$ cat config.mk
export PLATFORM = sky130hd
export DESIGN_NAME = regfile_param
export DESIGN_NICKNAME = d
export VERILOG_FILES = /design/src/rtl/regfile_param.sv
export SDC_FILE = /design/constraint.sdc
export NUM_CORES = 1
export LEC_CHECK = 0
export ABC_AREA = 1
export CAP_MARGIN = 30
export CORE_MARGIN = 2
export CORE_UTILIZATION = 35
export CTS_BUF_LIST = sky130_fd_sc_hd__clkbuf_8
export DETAILED_ROUTE_END_ITERATION = 16
export REMOVE_ABC_BUFFERS = 1
export SKIP_LAST_GASP = 1
export SYNTH_ARGS = -nofsm -noshare
export SYNTH_HDL_FRONTEND = slang
export SYNTH_SLANG_ARGS = --single-unit
$ cat constraint.sdc
create_clock -name clock -period 3.32 [get_ports clock]
set_input_delay 0.498 -clock clock [delete_from_list [all_inputs] [get_ports clock]]
set_output_delay 0.498 -clock clock [all_outputs]
set_load 0.01 [all_outputs]
$ cat src/rtl/regfile_param.sv
// regfile_param: parametrised 2R/1W register file with clear-on-reset sequencer; optional write-to-read bypass via REGFILE_BYPASS_EN
module regfile_param #(
  parameter int WIDTH  = 16,
  parameter int DEPTH  = 8,
  parameter int ADDR_W = 3
) (
  input  logic              clock,
  input  logic              reset,
  input  logic              write,
  input  logic [ADDR_W-1:0] rd_addr,
  input  logic [WIDTH-1:0]  data,
  input  logic [ADDR_W-1:0] rs_addr,
  input  logic [ADDR_W-1:0] rt_addr,
  output logic [WIDTH-1:0]  rs_data,
  output logic [WIDTH-1:0]  rt_data,
  output logic [WIDTH-1:0]  top_data,
  output logic              busy
);
  localparam logic [0:0] CLEAR = 1'b0;
  localparam logic [0:0] RUN   = 1'b1;
  localparam logic [ADDR_W-1:0] LAST = ADDR_W'(DEPTH - 1);
  logic [0:0]        state_q, state_d;
  logic [ADDR_W-1:0] idx_q, idx_d;
  logic [WIDTH-1:0]  regs_q [DEPTH];
  logic [WIDTH-1:0]  regs_d [DEPTH];
  logic [WIDTH-1:0]  rs_q, rs_d, rt_q, rt_d;
  logic [WIDTH-1:0]  rs_rd, rt_rd;
  // read-port source: array value, or the incoming write data when bypass is built in
  always_comb begin
`ifdef REGFILE_BYPASS_EN
    rs_rd = (write && rs_addr == rd_addr) ? data : regs_q[rs_addr];
    rt_rd = (write && rt_addr == rd_addr) ? data : regs_q[rt_addr];
`else
    rs_rd = regs_q[rs_addr];
    rt_rd = regs_q[rt_addr];
`endif
  end
  // next state: clear walk one entry per cycle, then normal read/write operation
  always_comb begin
    state_d = state_q;
    idx_d   = idx_q;
    regs_d  = regs_q;
    rs_d    = rs_rd;
    rt_d    = rt_rd;
    if (state_q == CLEAR) begin
      regs_d[idx_q] = '0;
      rs_d          = '0;
      rt_d          = '0;
      idx_d         = (idx_q == LAST) ? idx_q : idx_q + ADDR_W'(1);
      state_d       = (idx_q == LAST) ? RUN : CLEAR;
    end else if (write) begin
      regs_d[rd_addr] = data;
    end
  end
  // control and read flops; reset restarts the clear walk from entry 0
  always_ff @(posedge clock) begin
    if (reset) begin
      state_q <= CLEAR;
      idx_q   <= '0;
      rs_q    <= '0;
      rt_q    <= '0;
    end else begin
      state_q <= state_d;
      idx_q   <= idx_d;
      rs_q    <= rs_d;
      rt_q    <= rt_d;
    end
  end
  // storage array; the reset edge itself leaves contents untouched
  always_ff @(posedge clock) begin
    if (!reset) regs_q <= regs_d;
  end
  assign rs_data  = rs_q;
  assign rt_data  = rt_q;
  assign busy     = (state_q == CLEAR);
  assign top_data = (state_q == CLEAR) ? '0 : regs_q[DEPTH-1];
endmodule

* Yosys cells after proc, flatten, opt, wreduce, memory -nomap -nowiden
Cells that the tools add are included.
** Word-level totals
- Bits in registers :: 164
- Logic and storage cells :: 51
** Operators by class
- Reductions and logical operators :: 5
- Mux-type cells :: 16
- Order comparisons :: 6
- Add/sub/neg operators :: 1
- Eq/ne operators :: 2
- Bitwise gates (word level) :: 9
** Operators with widths (count)
- two-way mux 128 bit :: 2
- bitwise AND 128 bit :: 1
- bitwise mux 128 bit :: 1
- inverter 128 bit :: 1
- two-way mux 16 bit :: 7
- binary-select mux 16 bit (select 3 bit) :: 2
- demux 16 bit (select 3 bit) :: 2
- >= comparator 4 bit (second input constant) :: 4
- inverter 3 -> 4 bit :: 4
- less-than comparator 4 x 1 -> 1 bit (second input constant) :: 2
- AND reduction 2 bit :: 2
- adder 3 x 1 -> 3 bit (second input constant) :: 1
- == test 3 bit (second input constant) :: 1
- inverter 1 bit :: 3
- logical AND 1 bit :: 2
- two-way mux 1 bit :: 2
- inequality test 2 bit (second input constant) :: 1
- OR reduction 2 bit :: 1

* Logic depth before layout (Yosys ltp)
Gate-level depths: netlist of run 1.
- Depth after elaboration :: 8
- Gate-level depth with buffers :: 7
- Gate-level depth less buffers :: 6

* Worst setup path after synthesis of run 1
OpenSTA, ideal clock, no wires.
- Path kind :: in2reg
- Start point :: input port rd_addr[0]
- End point :: register regs_q[16] (netlist name), enable pin
- Setup slack :: 1.135 ns
- Arrival :: 1.790 ns
- Library setup time :: 0.394 ns
- Data required time :: 2.926 ns
- Stages :: 4
- Cell sequence :: inv_1 nand3_1 clkbuf_1 a21oi_1
** RTL lines
- start: declaration :: RTL line 10 : input logic [ADDR_W-1:0] rd_addr,
- end signal: assignment :: RTL line 71 : if (!reset) regs_q <= regs_d;
- end: declaration :: RTL line 24 : logic [WIDTH-1:0] regs_q [DEPTH];

* Worst setup path in the final report of run 1
- Start point :: register state_q
- End point :: output port busy
** Between the ends
- Longest elaborated chain between the ends :: 1
** Ends and longest elaborated chain
- start: declaration :: RTL line 22 : logic [0:0] state_q, state_d;
- start signal: assignment :: RTL line 63 : state_q <= state_d;
- inverter 1 bit (no source line)
- end: declaration :: RTL line 17 : output logic busy
No other way between the ends.

==> results.md, run 1 <==
* Fin cells at 1670
* Routability cong. at slightly below 0.9
* CTS tree: built
* Area grow syn2layout at 15.0%
* Post-synth cell types at 19
* Critical path class: flip-flop to output port
* Starting Density at roughly a third
* RSZ-0062 raised after global routing: false
* Share of layout cells above drive strength 1 at 5.27%
* Final ANT Viol Nets at 0
* Yosys warns at 0
* CP Launch Point: state_q
* # DRC at 0
* Post-cts sizing count at 0
* TritonRoute pass-1 iters at 6
* Worst setup SP type: flip-flop
* Die Ht at approximately 170 µm
* Routed WL at around 31000 µm
* Core Util, Final at 40.6%
* Reg2reg path depth at 5
* Clk pin slew, worst setup/hold paths at 80 ps
* Final min period at around 2600 ps
* Clock Path Buffers at 2
* Leak pwr at around 0.005 µW
* FF+latch count, synth at around 160
* Synth area leaders: edfxtp_1, nand3_1, nand2_1
* Skew final at approximately 20 ps
* Top Ports at 77
* Full die area at approximately 28000 µm²
* Row count at 60
* Largest net degree at the start of global routing at between 60 and 70
* Worst Path Required at approximately 2800 ps
* Worst-Margin Slew at roughly 1000 ps
* Mapped Area at roughly 9400 µm²
* Drt first-iter violations at 1144
* Placed Cells at 1639
* GRT overflow at 0
* Fill count at approximately 2700
* Sequential Power Share at ~53%
* Register area share after synthesis at between 40% and 50%
* Final Max Slew Viols at 0
* Hold Buf Count CTS at 0
* Placed cell areas at approximately 10000 µm²
* Maximum clock rate at 382 MHz
* Crit Reg-Reg Endpoint: regs_q[104]
* Initial antenna violation count at 0
* Reg-to-reg startpoint: state_q
* CP Data Arrival Time at ~2100 ps
* Worst VDD drop at approximately 0.26 mV
* Post-CTS Setup Bufs at 0
* GRT Total Usage at between 20% and 30%
* Number of CTS-inserted buffers at 17
* Design area at around 11000 µm²
* Worst-Skew Late Latency at roughly 460 ps
* Cells after synthesis at roughly 1300
* Synth top area share at 40.9%
* Final #Nets at approximately 1300
* Htree depth at 4
* PwrDens at between 400 and 500 nW/µm²
* Internal Pwr Total at 3370 µW
* Comb pwr share at between 10% and 20%
* Clk root buf: clkbuf_8
* Worst setup path end: busy
* N_diodes at 0
* Switching component of the power at 1460 µW
* Clock share of power at ~28%
* Sw Ratio at a little under a third
* Max cap viols at 0
* DR WL/cell at 18.9 µm
* Crit-path max FO at 67
* Vias in the first global route at roughly 8300
* Via Count at 9054
* First-pass GRT wire length at between 40000 and 50000 µm
* Most area-hungry cell type in the Yosys netlist: edfxtp_1
* Final HPWL DP at slightly below 20000 µm
* Kind of end point of the critical path: output port
* Status: complete, no violations
* CTS sink count at around 160
* R2r setup slk at about 1200 ps
* Die Wd at 168 µm
* Slew HR at between 30% and 40%
* PortBufs at 76
* Min Hold Slack at 557 ps
* Mean area per synthesized cell at ~7.4 µm²
* Hold Crit Class: flip-flop to flip-flop
* Tcrit/Tclk final at between 70% and 80%
* Setup violators final at 0
* Final Hold Fails at 0
* CORE AREA at roughly 27000 µm²
* DR vias/cell at 5.42
-- layout make-up --
type | count | area [µm²] | share of cell area, %
clock inverter | 12 | 93.8 | 0.867
sequential | 164 | 4570 | 42.2
multi-input combinational | 872 | 3870 | 35.8
tap | 341 | 427 | 3.94
clock buffer | 19 | 262 | 2.42
inverter | 156 | 588 | 5.43
timing repair buffer | 106 | 1010 | 9.37
-- registers in the layout (all words and copies together), names as in the netlist --
name,flops
state_q,1
rs_data,16
idx_q,3
regs_q,128
rt_data,16
-- cell usage in the layout (no fill, tap or decap), types with 3 or more instances in the layout --
| cell type | instances |
|---|---|
| a21oi_1 | 4 |
| o21ai_0 | 124 |
| nand2_1 | 360 |
| inv_1 | 156 |
| nand3_1 | 298 |
| buf_4 | 27 |
| clkdlybuf4s50_1 | 74 |
| clkinv_2 | 3 |
| a21oi_2 | 5 |
| edfxtp_1 | 128 |
| nor2_1 | 71 |
| o21ai_1 | 4 |
| clkbuf_8 | 19 |
| dfxtp_1 | 35 |
| buf_12 | 3 |
-- Yosys cell counts, drive strengths merged --
master	number
o21ai	128
buf	62
nor2	72
dfxtp	36
inv	156
nand2	360
o21bai	1
clkbuf	21
edfxtp	128
ha	2
a21oi	9
a211oi	2
nand3	298
-- metrics by stage --
step,total power [µW],setup TNS (ps),setup WS [ps]
after floorplan,3130,-7520,-58.7
after global placement,3460,0,714
after detailed placement,3480,0,660
after CTS,4850,0,647
after global routing,5060,0,572
final,4840,0,703
-- metal layers --
layer / global-route usage (%) / vias to the layer above / share of wire, %
met5: 0 / - / 0
met4: 7.60 / 0 / 2.6
met3: 3.88 / 67 / 8.1
met2: 33.9 / 461 / 45
met1: 31.0 / 4268 / 44
li1: - / 4258 / -
-- power groups by stage --
stage / Sequential [µW] / Clock (µW) / Combinational, µW
2_1_floorplan: 2560 / 0 / 565
6_report: 2560 / 1380 / 901
4_1_cts: 2550 / 1410 / 885
3_3_place_gp: 2600 / 0 / 859
3_5_place_dp: 2590 / 0 / 883
5_1_grt: 2580 / 1480 / 1010
-- worst max-delay path, stage by stage (launching register included) --
cell and delay (ps):
dfxtp_2 340, inv_4 50, buf_4 580, clkdlybuf4s50_1 700
-- how the worst min path moves through the flow --
stage,end,depth (start not counted),startpoint
2_1_floorplan,idx_q[0],2,idx_q[0]
3_3_place_gp,idx_q[0],2,idx_q[0]
3_5_place_dp,idx_q[0],2,idx_q[0]
4_1_cts,idx_q[0],2,idx_q[0]
5_1_grt,idx_q[0],2,idx_q[0]
6_report,idx_q[0],2,idx_q[0]
-- kinds of logic (layout without fill, tap and decap cells) --
logic type | Yosys count | count (layout) | synth area share [%]
and+or+nand+nor | 730 | 730 | 33.1
buffers and inverters | 239 | 293 | 10.5
DFF | 164 | 164 | 48.5
AOI/OAI and AO/OA | 140 | 140 | 7.57
adders and majority gates | 2 | 2 | 0.266
(Power assumes the default switching activity.)
==> inputs of run 2 (changes only) <==
clock period = 2.47 ns   (was 3.32 ns; I/O delays follow)
==> run 2 against run 1 <==
Non-clock buffer count up 15. Global-route usage is 0.19 points lower. Hold slack got worse by 160 ps. Clock skew shrank 11 ps. Count of clock-buffer cells in the layout stayed put. Cell area is 2.2% higher. Combinational power is 35% higher. Wire length is 2.8% lower. Critical path type unchanged. Largest power group unchanged. Highest routed layer unchanged.
==> results.md, run 2 (synthesis results as in run 1) <==
* Final ANT Viol Nets at 0
* Placed Cells at roughly 1700
* Skew final at 9.12 ps
* Tot Pwr at roughly 7000 µW
* Final HPWL DP at approximately 19000 µm
* Top Ports at just under 80
* PwrDens at between 600 and 700 nW/µm²
* Critical path class: flip-flop to output port
* Cell chain of the critical path: buf_12 > nand2_1 > inv_1 > clkdlybuf4s50_1
* Area grow syn2layout at 17.5%
* Routability cong. at 0.809
* Routed WL at 30600 µm
* Clk root buf: clkbuf_8
* DR WL/cell at 18.2 µm
* Fin cells at ~1700
* Hold Crit Class: input port to flip-flop
* Final worst slack at 325 ps
* # DRC at 0
* N_diodes at 0
* Starting Density at 35.3%
* Hold path startpoint: rs_addr[0]
* Worst Path Required at 2100 ps
* WHS Endpoint: rs_data[0]
* Crit Reg-Reg Endpoint: regs_q[53]
* Full die area at about 28000 µm²
* TritonRoute pass-1 iters at 6
* Maximum clock rate at 466 MHz
* CTS sink count at approximately 160
* Tcrit/Tclk final at between 80% and 90%
* Number of CTS-inserted buffers at 17
* CTS tree: built
* Via Count at roughly 9000
* Clock Path Buffers at 2
* Final #Nets at about 1400
* GRT overflow at 0
* Share of layout cells above drive strength 1 at 6.54%
* Top delay family on crit path: buffers and inverters
* Leak pwr at 0.00500 µW
* Die Wd at ~170 µm
* GRT Total Usage at 21.7%
* Die Ht at between 150 and 200 µm
* DR vias/cell at 5.34
* Final Max Slew Viols at 0
* CP Launch Point: state_q
* Worst-Skew Late Latency at approximately 470 ps
* Worst VDD drop at roughly 0.31 mV
* Status: complete, no violations
* WP buf/inv at 3
* Post-cts sizing count at 0
* CORE AREA at approximately 27000 µm²
* First-pass GRT wire length at 47600 µm
* Largest register by flop count: regs_q
* Design area at roughly 11000 µm²
* R2r setup slk at 670 ps
* Dpl ws at 329 ps
* Worst-Margin Slew at about 800 ps
* Vias in the first global route at 8496
* Slowest cell on crit path: clkdlybuf4s50_1
* CP peak stage delay at 530 ps
* Hold Buf Count CTS at 0
* Worst setup SP type: flip-flop
* Final Hold Fails at 0
* Initial antenna violation count at 0
* Slew HR at between 40 and 50%
* Commonest non-fill, non-tap cell in the layout: nand2_1
* Htree depth at 4
* Largest net degree at the start of global routing at around 130
* Clk pin slew, worst setup/hold paths at 90 ps
* Reg2reg path depth at 4
* Placed cell areas at 10600 µm²
* Final min period at 2140 ps
* Fill count at roughly 2700
* Setup violators final at 0
* Reg-to-reg startpoint: idx_q[0]
* Kind of end point of the critical path: output port
* Max reg flops at 128
* PortBufs at 76
* Drt first-iter violations at around 1200
* Crit-path max FO at 40
* Commonest cells after routing, fill and taps aside: nand2_1, nand3_1, inv_1
* Post-CTS Setup Bufs at 0
* CP Data Arrival Time at around 1800 ps
* Max cap viols at 0
* Row count at 60
* RSZ-0062 raised after global routing: false
* Hold-critical path depth at 6
-- run 2: changes by cell type in the layout (fill, tap and decap cells not counted), sizes merged --
cell / delta
buf: +15
bufinv: +4
clkinv: -2
inv: -1
-- run 2: how the worst max path moves through the flow --
stage                        end  slack (ps)  depth (start not counted)
finish               top_data[7]         330                          4
global placement      regs_q[86]         350                          4
detailed placement    regs_q[90]         330                          4
floorplan            regs_q[100]        -910                          3
global route         top_data[7]         200                          4
CTS                 top_data[11]         300                          4
-- run 2: final cells by class --
cell class	instances	area [µm²]	area share (%)
multi-input cells	872	3870	35.0
flip-flops and latches	164	4570	41.3
clock inverters	13	204	1.84
repair buffers	121	1140	10.3
inverters	156	588	5.32
well taps	341	427	3.86
clock buffers	19	262	2.37
-- run 2: report_power, final --
part	internal, µW	switching, µW
combinational	436	786
sequential	3290	159
clock	1260	1060
-- run 2: through the flow --
step	utilization, %	setup TNS [ps]	hold slack, ps
final	41.5	0	397
after global routing	41.5	0	420
after CTS	41.5	0	384
after detailed placement	39.7	0	549
after global placement	39.7	0	545
after floorplan	-	-132030	440
-- run 2: tightest hold or removal path, cell delays in order --
cell and delay (ps):
buf_2 170, nand2_1 70, nand3_1 70, nand3_1 70, nand2_1 50, nor2_1 30
-- run 2: metal layers --
| layer | GRT usage [%] | wire, µm | vias up |
|---|---|---|---|
| li1 | - | - | 4288 |
| met1 | 30.7 | 13800 | 4253 |
| met2 | 33.8 | 13700 | 425 |
| met3 | 4.28 | 2530 | 43 |
| met4 | 6.69 | 624 | 0 |
| met5 | 0 | 0 | - |
==> inputs of run 3 (changes only) <==
clock period = 1.8 ns   (was 2.47 ns; I/O delays follow)
==> run 3 against run 2 <==
Non-clock buffer count up 14. Clock skew up 6.5 ps. Hold slack better by 6.4 ps. Largest cell class unchanged. Critical endpoint is now top_data[6]. Total power up 36%. Highest routed layer unchanged.
==> results.md, run 3 (synthesis results as in run 1) <==
* Largest register by flop count: regs_q
* Kind of end point of the critical path: output port
* Drt first-iter violations at 1039
* Worst-Margin Slew at approximately 600 ps
* CP peak stage delay at approximately 370 ps
* Clk pin slew, worst setup/hold paths at approximately 100 ps
* Starting Density at about a third
* Die Ht at between 150 and 200 µm
* Dpl ws at -65.5 ps
* Final HPWL DP at ~20000 µm
* Hold Crit Class: input port to flip-flop
* Crit-path max FO at 13
* Clock Path Buffers at 2
* Commonest non-fill, non-tap cell in the layout: nand2_1
* Final Hold Fails at 0
* Routed WL at 31500 µm
* First-pass GRT wire length at ~49000 µm
* Final #Nets at between 1000 and 1500
* Top delay family on crit path: buffers and inverters
* Via Count at between 9000 and 10000
* CTS sink count at ~160
* Critical path class: flip-flop to output port
* GRT overflow at 0
* Cell chain of the critical path: buf_4 > buf_12 > nand2_1 > inv_1 > clkdlybuf4s15_1
* RSZ-0062 raised after global routing: false
* WP buf/inv at 4
* Full die area at roughly 28000 µm²
* Worst-Skew Late Latency at roughly 480 ps
* Die Wd at about 170 µm
* Clk root buf: clkbuf_8
* Max reg flops at 128
* Share of layout cells above drive strength 1 at under 10%
* TritonRoute pass-1 iters at 5
* CP Data Arrival Time at 1450 ps
* CORE AREA at roughly 27000 µm²
* Max cap viols at 0
* PortBufs at 76
* N_diodes at 0
* CTS tree: built
* Initial antenna violation count at 0
* Slowest cell on crit path: dfxtp_4
* PwrDens at about 840 nW/µm²
* Worst Path Required at about 1500 ps
* Commonest cells after routing, fill and taps aside: nand2_1, nand3_1, inv_1
* Top Ports at 77
* Row count at 60
* Largest net degree at the start of global routing at approximately 120
* Worst setup SP type: flip-flop
* Vias in the first global route at ~8600
* DR WL/cell at between 15 and 20 µm
* Design area at ~11000 µm²
* Worst VDD drop at 0.417 mV
* Leak pwr at just over 0.005 µW
* Final ANT Viol Nets at 0
* Area grow syn2layout at 19.9%
* Slew HR at approximately 59%
* # DRC at 0
* Placed cell areas at approximately 11000 µm²
* Routability cong. at 0.858
* Skew final at ~16 ps
* Maximum clock rate at between 500 and 600 MHz
* Htree depth at 4
* Setup violators final at 0
* Status: complete, no violations
* Final Max Slew Viols at 0
* Number of CTS-inserted buffers at 17
* GRT Total Usage at roughly 22%
* Tcrit/Tclk final at between 90 and 100%
* Final worst slack at 84.4 ps
* Final min period at approximately 1700 ps
* DR vias/cell at 5.43
run 3: cell count changes in the layout (fill, tap and decap cells not counted), sizes merged, moves of 2 or more:
| cell | previous run | this run |
|---|---|---|
| clkdlybuf4s50 | 74 | 57 |
| buf | 47 | 60 |
| clkdlybuf4s15 | 0 | 11 |
| dlygate4sd2 | 0 | 5 |
| inv | 159 | 162 |
| bufinv | 5 | 3 |
| clkinvlp | 1 | 3 |
run 3: per-layer routing:
layer,track usage [%],vias to the layer above,share of wire [%]
met3,5.24,68,10
met4,7.52,0,2.5
met1,31.3,4314,44
li1,-,4322,-
met2,33.9,519,43
met5,0,-,0
run 3: final timing paths:
check             startpoint          end  slack, ps  cells after the start
setup / recovery     state_q  top_data[6]         80                      5
hold / removal    rt_addr[0]   rt_data[8]        400                      7
hold reg to reg     idx_q[0]     idx_q[0]        550                      2
setup reg to reg     state_q   regs_q[26]         90                      5
run 3: timing repair:
action / CTS / global route
endpoints found under the hold margin: 0 / 0
buffers inserted: 3 / 1
gates resized for setup: 18 / 13
pin swaps: 0 / 0
endpoints found under the setup margin: 17 / 12
gates cloned: 1 / 0
hold buffers: 0 / 0
run 3: worst min-delay path: stages:
cell	delay, ps
buf_2	120
inv_2	110
nand2_1	80
nand3_1	60
nand3_1	70
nand2_1	60
nor2_1	80
run 3: report_power, final:
group,leakage (µW),total (µW),switching (µW),internal (µW)
clock,0.000208,3030,1610,1410
sequential,0.00156,4730,214,4510
combinational,0.00336,1750,1100,643
total,0.00513,9500,2930,6570
run 3: stage by stage:
| stage | power [µW] | util [%] | setup TNS, ps | hold slack, ps | std cells |
|---|---|---|---|---|---|
| 6_report | 9500 | 42.3 | 0 | 404 | 1700 |
| 5_1_grt | 9940 | 42.3 | 0 | 399 | 1700 |
| 4_1_cts | 9490 | 42.3 | -11.6 | 384 | 1699 |
| 3_5_place_dp | 6510 | 40.5 | -716 | 538 | 1663 |
| 3_3_place_gp | 6470 | 40.5 | -523 | 537 | 1663 |
| 2_1_floorplan | 5770 | - | -319580 | 339 | 1192 |
run 3: area by class of cell:
class / instances / area (µm²)
Clock buffer: 17 / 234
Clock inverter: 15 / 196
Fill cell: 2721 / 15400
Inverter: 156 / 588
Multi-Input combinational cell: 872 / 3870
Sequential cell: 164 / 4570
Tap cell: 341 / 427
Timing Repair Buffer: 135 / 1400
